--- config.mk ---
export PLATFORM = sky130hd
export DESIGN_NAME = btn_conditioner
export DESIGN_NICKNAME = d
export VERILOG_FILES = /design/src/rtl/btn_conditioner.sv
export SDC_FILE = /design/constraint.sdc
export NUM_CORES = 1
export LEC_CHECK = 0
export CAP_MARGIN = 40
export CORE_MARGIN = 4
export CORE_UTILIZATION = 55
export DETAILED_ROUTE_END_ITERATION = 10
export PLACE_DENSITY = 0.75
export SLEW_MARGIN = 20
export SYNTH_ARGS = -nofsm -noshare
export SYNTH_HDL_FRONTEND = slang
export SYNTH_SLANG_ARGS = --single-unit
--- constraint.sdc ---
create_clock -name clkin -period 3.16 [get_ports clkin]
set_input_delay 0.79 -clock clkin [delete_from_list [all_inputs] [get_ports clkin]]
set_output_delay 0.79 -clock clkin [all_outputs]
set_load 0.02 [all_outputs]
--- src/rtl/btn_conditioner.sv ---
// Button conditioner: synchronizes, debounces and edge-detects raw active-low push-buttons
// into one-cycle active-low step pulses, with optional auto-repeat and inc/dec conflict veto.
module btn_conditioner #(
    parameter int unsigned N_BTN        = 4,
    parameter int unsigned DEBOUNCE_CYC = 16,
    parameter int unsigned REPEAT_DLY   = 0,
    parameter int unsigned REPEAT_PER   = 8
) (
    input  logic             clkin,
    input  logic             reset,
    input  logic [N_BTN-1:0] btn_n,
    output logic [N_BTN-1:0] pulse_n,
    output logic [N_BTN-1:0] held,
    output logic             conflict
);

    localparam int unsigned MAX_A = (DEBOUNCE_CYC > REPEAT_DLY) ? DEBOUNCE_CYC : REPEAT_DLY;
    localparam int unsigned MAX_C = (MAX_A > REPEAT_PER) ? MAX_A : REPEAT_PER;
    localparam int unsigned CW    = $clog2(MAX_C + 1);

    localparam logic [CW-1:0] DEB_C  = CW'(DEBOUNCE_CYC);
    localparam logic [CW-1:0] DLY_C  = CW'(REPEAT_DLY - 1);
    localparam logic [CW-1:0] PER_C  = CW'(REPEAT_PER - 1);
    localparam bit            RPT_EN = (REPEAT_DLY > 0);

    typedef enum logic [1:0] {StIdle, StDebP, StHold} state_t;

    logic [N_BTN-1:0] sync1_q, sync2_q;
    logic [N_BTN-1:0] fire, blocked;
    logic             conflict_q;

    always_ff @(posedge clkin or negedge reset) begin
        if (!reset) begin
            sync1_q <= '1;
            sync2_q <= '1;
        end else begin
            sync1_q <= btn_n;
            sync2_q <= sync1_q;
        end
    end

    for (genvar i = 0; i < N_BTN; i++) begin : g_ch
        localparam int unsigned PARTNER = i ^ 2;

        state_t        state_q;
        logic [CW-1:0] cnt_q, rpt_q;
        logic          phase_q, pulse_q, held_q;
        logic          s, fire_c;

        assign s = sync2_q[i];

        // phase_q selects between the initial repeat delay and the repeat period
        always_comb begin
            fire_c = 1'b0;
            case (state_q)
                StDebP:  fire_c = !s && (cnt_q == DEB_C);
                StHold:  fire_c = RPT_EN && (phase_q ? (rpt_q == PER_C) : (rpt_q == DLY_C));
                default: fire_c = 1'b0;
            endcase
        end

        assign fire[i] = fire_c;

        if (PARTNER < N_BTN) begin : g_pair
            assign blocked[i] = fire[PARTNER];
        end else begin : g_solo
            assign blocked[i] = 1'b0;
        end

        // In HOLD, cnt_q doubles as the consecutive-release counter
        always_ff @(posedge clkin or negedge reset) begin
            if (!reset) begin
                state_q <= StIdle;
                cnt_q   <= '0;
                rpt_q   <= '0;
                phase_q <= 1'b0;
                pulse_q <= 1'b1;
                held_q  <= 1'b0;
            end else begin
                pulse_q <= !(fire_c && !blocked[i]);
                case (state_q)
                    StIdle: begin
                        held_q <= 1'b0;
                        if (!s) begin
                            state_q <= StDebP;
                            cnt_q   <= CW'(1);
                        end else begin
                            cnt_q <= '0;
                        end
                    end
                    StDebP: begin
                        if (s) begin
                            state_q <= StIdle;
                            cnt_q   <= '0;
                        end else if (cnt_q == DEB_C) begin
                            state_q <= StHold;
                            held_q  <= 1'b1;
                            cnt_q   <= '0;
                            rpt_q   <= '0;
                            phase_q <= 1'b0;
                        end else begin
                            cnt_q <= cnt_q + 1'b1;
                        end
                    end
                    StHold: begin
                        if (!s) begin
                            cnt_q <= '0;
                        end else if (cnt_q == DEB_C - 1'b1) begin
                            state_q <= StIdle;
                            held_q  <= 1'b0;
                            cnt_q   <= '0;
                        end else begin
                            cnt_q <= cnt_q + 1'b1;
                        end
                        if (RPT_EN) begin
                            if (fire_c) begin
                                rpt_q   <= '0;
                                phase_q <= 1'b1;
                            end else begin
                                rpt_q <= rpt_q + 1'b1;
                            end
                        end
                    end
                    default: begin
                        state_q <= StIdle;
                        cnt_q   <= '0;
                    end
                endcase
            end
        end

        assign pulse_n[i] = pulse_q;
        assign held[i]    = held_q;
    end

    always_ff @(posedge clkin or negedge reset) begin
        if (!reset) begin
            conflict_q <= 1'b0;
        end else begin
            conflict_q <= |(fire & blocked);
        end
    end

    assign conflict = conflict_q;

    // A repeat period of 1 would hold pulse_n low continuously
    always_ff @(posedge clkin) begin
        if (reset && RPT_EN) begin
            assert (REPEAT_PER >= 2);
        end
    end

endmodule

* Word-level counts from Yosys, hierarchy flattened
Index checks and enable logic that the tools add are counted.
Widths: inputs -> output; s select.
** Operators by class
- Add/sub/neg operators :: 4
- Eq/ne operators :: 40
- Multiplexer cells :: 72
- Bitwise logic cells :: 1
- Reduce and logical (&&, ||, !) cells :: 37
** Operators with widths (number)
- $mux 5 :: 16
- $pmux 5 s3 :: 4
- $mux 2 :: 20
- $ne 2x2->1 const B :: 20
- $mux 1 :: 24
- $pmux 2 s3 :: 4
- $add 5x1->5 const B :: 4
- $eq 5x4->1 const B :: 4
- $eq 5x5->1 const B :: 4
- $reduce_and 5->1 :: 4
- $reduce_and 4->1 :: 4
- $logic_not 1->1 :: 12
- $ne 3x3->1 const B :: 4
- $pmux 1 s3 :: 4
- $reduce_bool 3->1 :: 4
- $eq 2x1->1 const B :: 4
- $eq 2x2->1 const B :: 4
- $logic_and 1x1->1 :: 8
- $logic_not 2->1 :: 4
- $and 4x4->4 :: 1
- $reduce_or 4->1 :: 1
** Word-level totals
- Bits in registers :: 45
- Input bits :: 6
- Logic and storage cells :: 173

* Logic depth before layout (Yosys ltp)
- Word-level depth :: 6
- Depth in mapped cells :: 7

* Least setup slack after synthesis
No wires, ideal clock.
- Path kind :: register to register
- Start point :: register g_ch[2].cnt_q[0]
- End point :: register g_ch[2].cnt_q[0]
- Library setup time :: 0.101 ns
- Arrival time :: 1.360 ns
- Data required time :: 3.059 ns
- Setup slack :: 1.699 ns
- Cell stages (with the launch flop) :: 8
- Path buffers :: 0
- Clock period less this slack :: 1.461 ns
- Cells stage by stage :: dfrtp_1 > ha_1 > nand3_1 > inv_1 > ha_1 > and4bb_2 > a21oi_1 > o32ai_1
** Between the ends
- Word-level cells in the longest chain between the ends :: 4
** RTL lines
- from (decl) :: RTL line 46 : logic [CW-1:0] cnt_q, rpt_q;
- from (signal assigned) :: RTL line 102 : cnt_q <= cnt_q + 1'b1;
- from (signal assigned) :: RTL line 113 : cnt_q <= cnt_q + 1'b1;
- $add 5x1->5, or another cell as far along :: RTL line 102, 113
- $mux 5, on equally long branches :: RTL line 108, 95
- $mux 5, on equally long branches :: RTL line 106, 92
- $pmux 5 s3 * :: RTL line 81 : case (state_q)
Mark *: on every way between the ends. The rest lies on a longest branch, timed or not.
A chain may end at the register's enable or synchronous reset.

* Worst setup path in the final report
- Start point :: register g_ch[2].pulse_q
- End point :: output pulse_n[2]
** RTL lines
- from (decl) :: RTL line 47 : logic phase_q, pulse_q, held_q;
- from (signal assigned) :: RTL line 80 : pulse_q <= !(fire_c && !blocked[i]);
- to (decl) :: RTL line 12 : output logic [N_BTN-1:0] pulse_n,
No word-level cell between the ends.

==> impl_summary.txt <==
----------------------------------------------------
[Outcome]
  Run status ... finished clean

[Global routing]
  Via count of the first global-routing pass ... 1544
  Largest net degree at the start of global routing ... 25
  Antenna violations before repair ... 0
  First-pass GRT wire length ... 6930 µm
  GRT Residual Overflow ... 0
  All-Layer GR Usage ... 17.6%

[Layout]
  Sequential cell area ... 0.00114 mm²
  Non-filler cells, final ... 262
  Count of nets after finishing ... 235
  Layout cell share with drive strength beyond 1 ... 15.4%
  Antenna diode instance count ... 0
  Layout area overhead ... 10.5%
  # fillers ... 295
  Area of the multi-input gates ... 958 µm²

[Yosys]
  Area of the mapped netlist ... 0.00223 mm²
  Synthesized instance count ... 200
  Sequential area share after synthesis ... 51.1%
  Count of state elements after synthesis ... 45
  Synth warnings ... 0
  Number of distinct library cells after synthesis ... 31
  Synthesized netlist net count ... 222
  Synthesized area divided by synthesized cell count ... 11.2 µm²
  Number of flops mapped to enable cells by yosys ... 0
  Primary flip-flop cell chosen by synthesis mapping ... sky130_fd_sc_hd__dfrtp_1
  Ys async rst share ... 100%

[Worst setup path]
  Critical path start-end classification ... reg -> out
  Delay of the slowest cell on the worst path ... 0.59 ns
  Type of element capturing the critical path ... output port
  Number of buffers and inverters on the critical path ... 1
  Worst Reg2Reg Path Length in Cells ... 7
  Crit Reg-Reg Endpoint ... g_ch[1].cnt_q[2]$_DFF_PN0_
  Crit-path cells ... clkdlybuf4s50_1
  Setup slack of the worst register-to-register path ... 1.46 ns
  Crit path required time ... 2.37 ns
  Slowest cell on crit path ... sky130_fd_sc_hd__clkdlybuf4s50_1
  Top cell family by delay on the critical path ... buffers and inverters
  R2r startpoint ... g_ch[1].cnt_q[0]$_DFF_PN0_
  Number of logic stages on the critical path including buffering ... 1
  Startpoint types ... flop
  Worst endpoint data arrival time ... 1.42 ns
  Critical path peak fanout ... 1

[Die]
  Die Area ... 0.00515 mm²
  Die height ... 71.7 µm
  Number of rows created at floorplan ... 22
  Number of top-level pins ... 15
  Starting density of the core ... 58.8%
  Overall die width ... 71.7 µm
  Placeable core area ... 0.00380 mm²

[Route]
  Post-detailed-route via-to-cell ratio ... 5.67
  Met2 wire length ... 2010 µm
  Average routed wire per standard cell ... 14.8 µm
  Met3 layer wire length in the routed design ... 133 µm
  Vias ... 1485
  Residual DRC count ... 0
  Sum of routed wire segments on met1 ... 1650 µm
  Highest metal layer with signal wires ... met4
  Starting DRC count in detailed routing ... 44
  ANT nets after route ... 0
  Post-detailed-routing wire length ... 3880 µm
  Detailed-router iteration count before antenna repair ... 4

[Placement]
  Placed insts ... 254
  Final GP Congestion ... 0.850
  Count of input and output buffers ... 14
  HPWL after DPL ... 2930 µm

[Timing]
  RSZ-0062 raised after global routing ... false
  Worst slew margin relative to its limit ... 65.5%
  Final worst path period share ... 69.9%
  Final min period ... 2.21 ns
  Total negative slack ... 0 ns
  Highest Clock Rate ... 0.453 GHz
  Clock Skew ... 0.00844 ns
  Final Hold Fails ... 0
  Final-report max-slew violation count ... 0
  Transition at the pin with the smallest max-transition slack ... 0.517 ns
  Setup-failing EPs final ... 0

[CTS]
  CTS tree ... yes
  CTS H-tree depth ... 2
  Root Driver ... sky130_fd_sc_hd__clkbuf_8
  Inserted Clock Buffers ... 5
  Clock latency reported for the late side of the worst-skew pair ... 0.30 ns
  Maximum buffer depth of the clock tree ... 2
  Post-CTS setup buffer count ... 0
  Count of hold buffers inserted by post-cts repair ... 0
  Number of sinks driven by the clock tree ... 45
  Clk pin slew, worst setup/hold paths ... 0.08 ns
  Post-CTS Resized ... 0

[Min path]
  Type of the most critical hold path ... reg -> reg
  Worst Hold Endpoint ... sync2_q[0]$_DFF_PN1_
  Worst Min Path Start ... sync1_q[0]$_DFF_PN1_
  Cell count of the worst hold path ... 0

[Power]
  Power Dens Cells ... 413 mW/mm²
  Reported leakage power ... 1.09 nW
  Overall Power ... 1.02 mW
  Maximum VDD drop ... 0.298 mV

[Job]
  Number of max-capacitance violations reported ... 0

----------------------------------------------------
kinds of logic (layout without fill, tap and decap cells):
logic type      count (synthesis)  count (layout)  synth area share [%]
simple gates                   72              72                  21.2
flops                          45              45                  51.1
compound gates                 33              33                  9.63
buf+inv                        26              40                  6.05
fa+ha+maj                      16              16                  8.96
xor+xnor                        8               8                  3.14
per-stage QoR:
step	hold slack, ns	setup WS, ns	cell area (µm²)	util [%]
5_1_grt	0.368	0.914	2470	65.0
2_1_floorplan	0.345	1.70	2230	-
6_report	0.359	0.952	2470	65.0
4_1_cts	0.361	0.933	2470	65.0
3_5_place_dp	0.348	1.27	2390	62.8
3_3_place_gp	0.346	1.28	2360	62.1
cell usage after synthesis, types with 4 or more instances:
master | n | share of area [%]
sky130_fd_sc_hd__nand4bb_1 | 4 | 2.0
sky130_fd_sc_hd__dfstp_2 | 12 | 14
sky130_fd_sc_hd__dfrtp_1 | 33 | 37
sky130_fd_sc_hd__nor2b_1 | 8 | 2.2
sky130_fd_sc_hd__and4bb_2 | 7 | 3.9
sky130_fd_sc_hd__nand2_1 | 17 | 2.9
sky130_fd_sc_hd__a21oi_1 | 8 | 1.8
sky130_fd_sc_hd__xnor2_1 | 4 | 1.6
sky130_fd_sc_hd__xor2_1 | 4 | 1.6
sky130_fd_sc_hd__nand3_1 | 14 | 3.1
sky130_fd_sc_hd__o21ai_0 | 7 | 1.6
sky130_fd_sc_hd__a21boi_0 | 4 | 1.3
sky130_fd_sc_hd__ha_1 | 16 | 9.0
sky130_fd_sc_hd__inv_1 | 17 | 2.9
sky130_fd_sc_hd__nor2_1 | 12 | 2.0
sky130_fd_sc_hd__buf_4 | 8 | 2.7
where the power goes:
part	switching (mW)	internal, mW	leakage, nW	total, mW
Combinational	0.0317	0.0312	0.474	0.0629
Clock	0.188	0.153	0.0450	0.341
Sequential	0.0190	0.596	0.568	0.615
registers in the layout, indices dropped and copies added (netlist names):
register and cells:
sync2_q 4, g_ch.cnt_q 20, g_ch.pulse_q 4, conflict 1
g_ch.held_q 4, g_ch.state_q 8, sync1_q 4
cell usage in the layout (no fill, tap or decap), types with 3 or more instances in the layout:
master / count
sky130_fd_sc_hd__dfrtp_1: 33
sky130_fd_sc_hd__inv_1: 17
sky130_fd_sc_hd__nand2_1: 17
sky130_fd_sc_hd__ha_1: 16
sky130_fd_sc_hd__nand3_1: 14
sky130_fd_sc_hd__clkdlybuf4s50_1: 13
sky130_fd_sc_hd__nor2_1: 12
sky130_fd_sc_hd__dfstp_2: 12
sky130_fd_sc_hd__a21oi_1: 8
sky130_fd_sc_hd__nor2b_1: 8
sky130_fd_sc_hd__o21ai_0: 7
sky130_fd_sc_hd__and4bb_2: 7
sky130_fd_sc_hd__clkbuf_8: 5
sky130_fd_sc_hd__nand4bb_1: 4
sky130_fd_sc_hd__xnor2_1: 4
sky130_fd_sc_hd__xor2_1: 4
sky130_fd_sc_hd__a21boi_0: 4
sky130_fd_sc_hd__o22ai_1: 3
sky130_fd_sc_hd__o32ai_1: 3
sky130_fd_sc_hd__o211ai_1: 3
worst max path at each step:
stage | start | to
6_report | g_ch[2].pulse_q$_DFF_PN1_ | pulse_n[2]
5_1_grt | g_ch[0].pulse_q$_DFF_PN1_ | pulse_n[0]
4_1_cts | g_ch[2].pulse_q$_DFF_PN1_ | pulse_n[2]
3_5_place_dp | g_ch[2].pulse_q$_DFF_PN1_ | pulse_n[2]
3_3_place_gp | g_ch[0].pulse_q$_DFF_PN1_ | pulse_n[0]
2_1_floorplan | g_ch[2].cnt_q[0]$_DFF_PN0_ | g_ch[2].cnt_q[0]$_DFF_PN0_
layer usage:
metal  vias to the layer above  track usage (%)
li1                        710                -
met1                       740             18.6
met2                        26             31.3
met3                         9             5.61
met4                         0             8.56
met5                         -                0
area by class of cell:
type | instances | share of cell area [%]
sequential | 45 | 46.2
multi-input combinational | 129 | 38.8
timing repair buffer | 15 | 6.59
clock buffer | 6 | 2.94
inverter | 17 | 2.58
tap | 48 | 2.43
clock inverter | 2 | 0.405
Note: power is estimated with default switching activity, not from simulation.
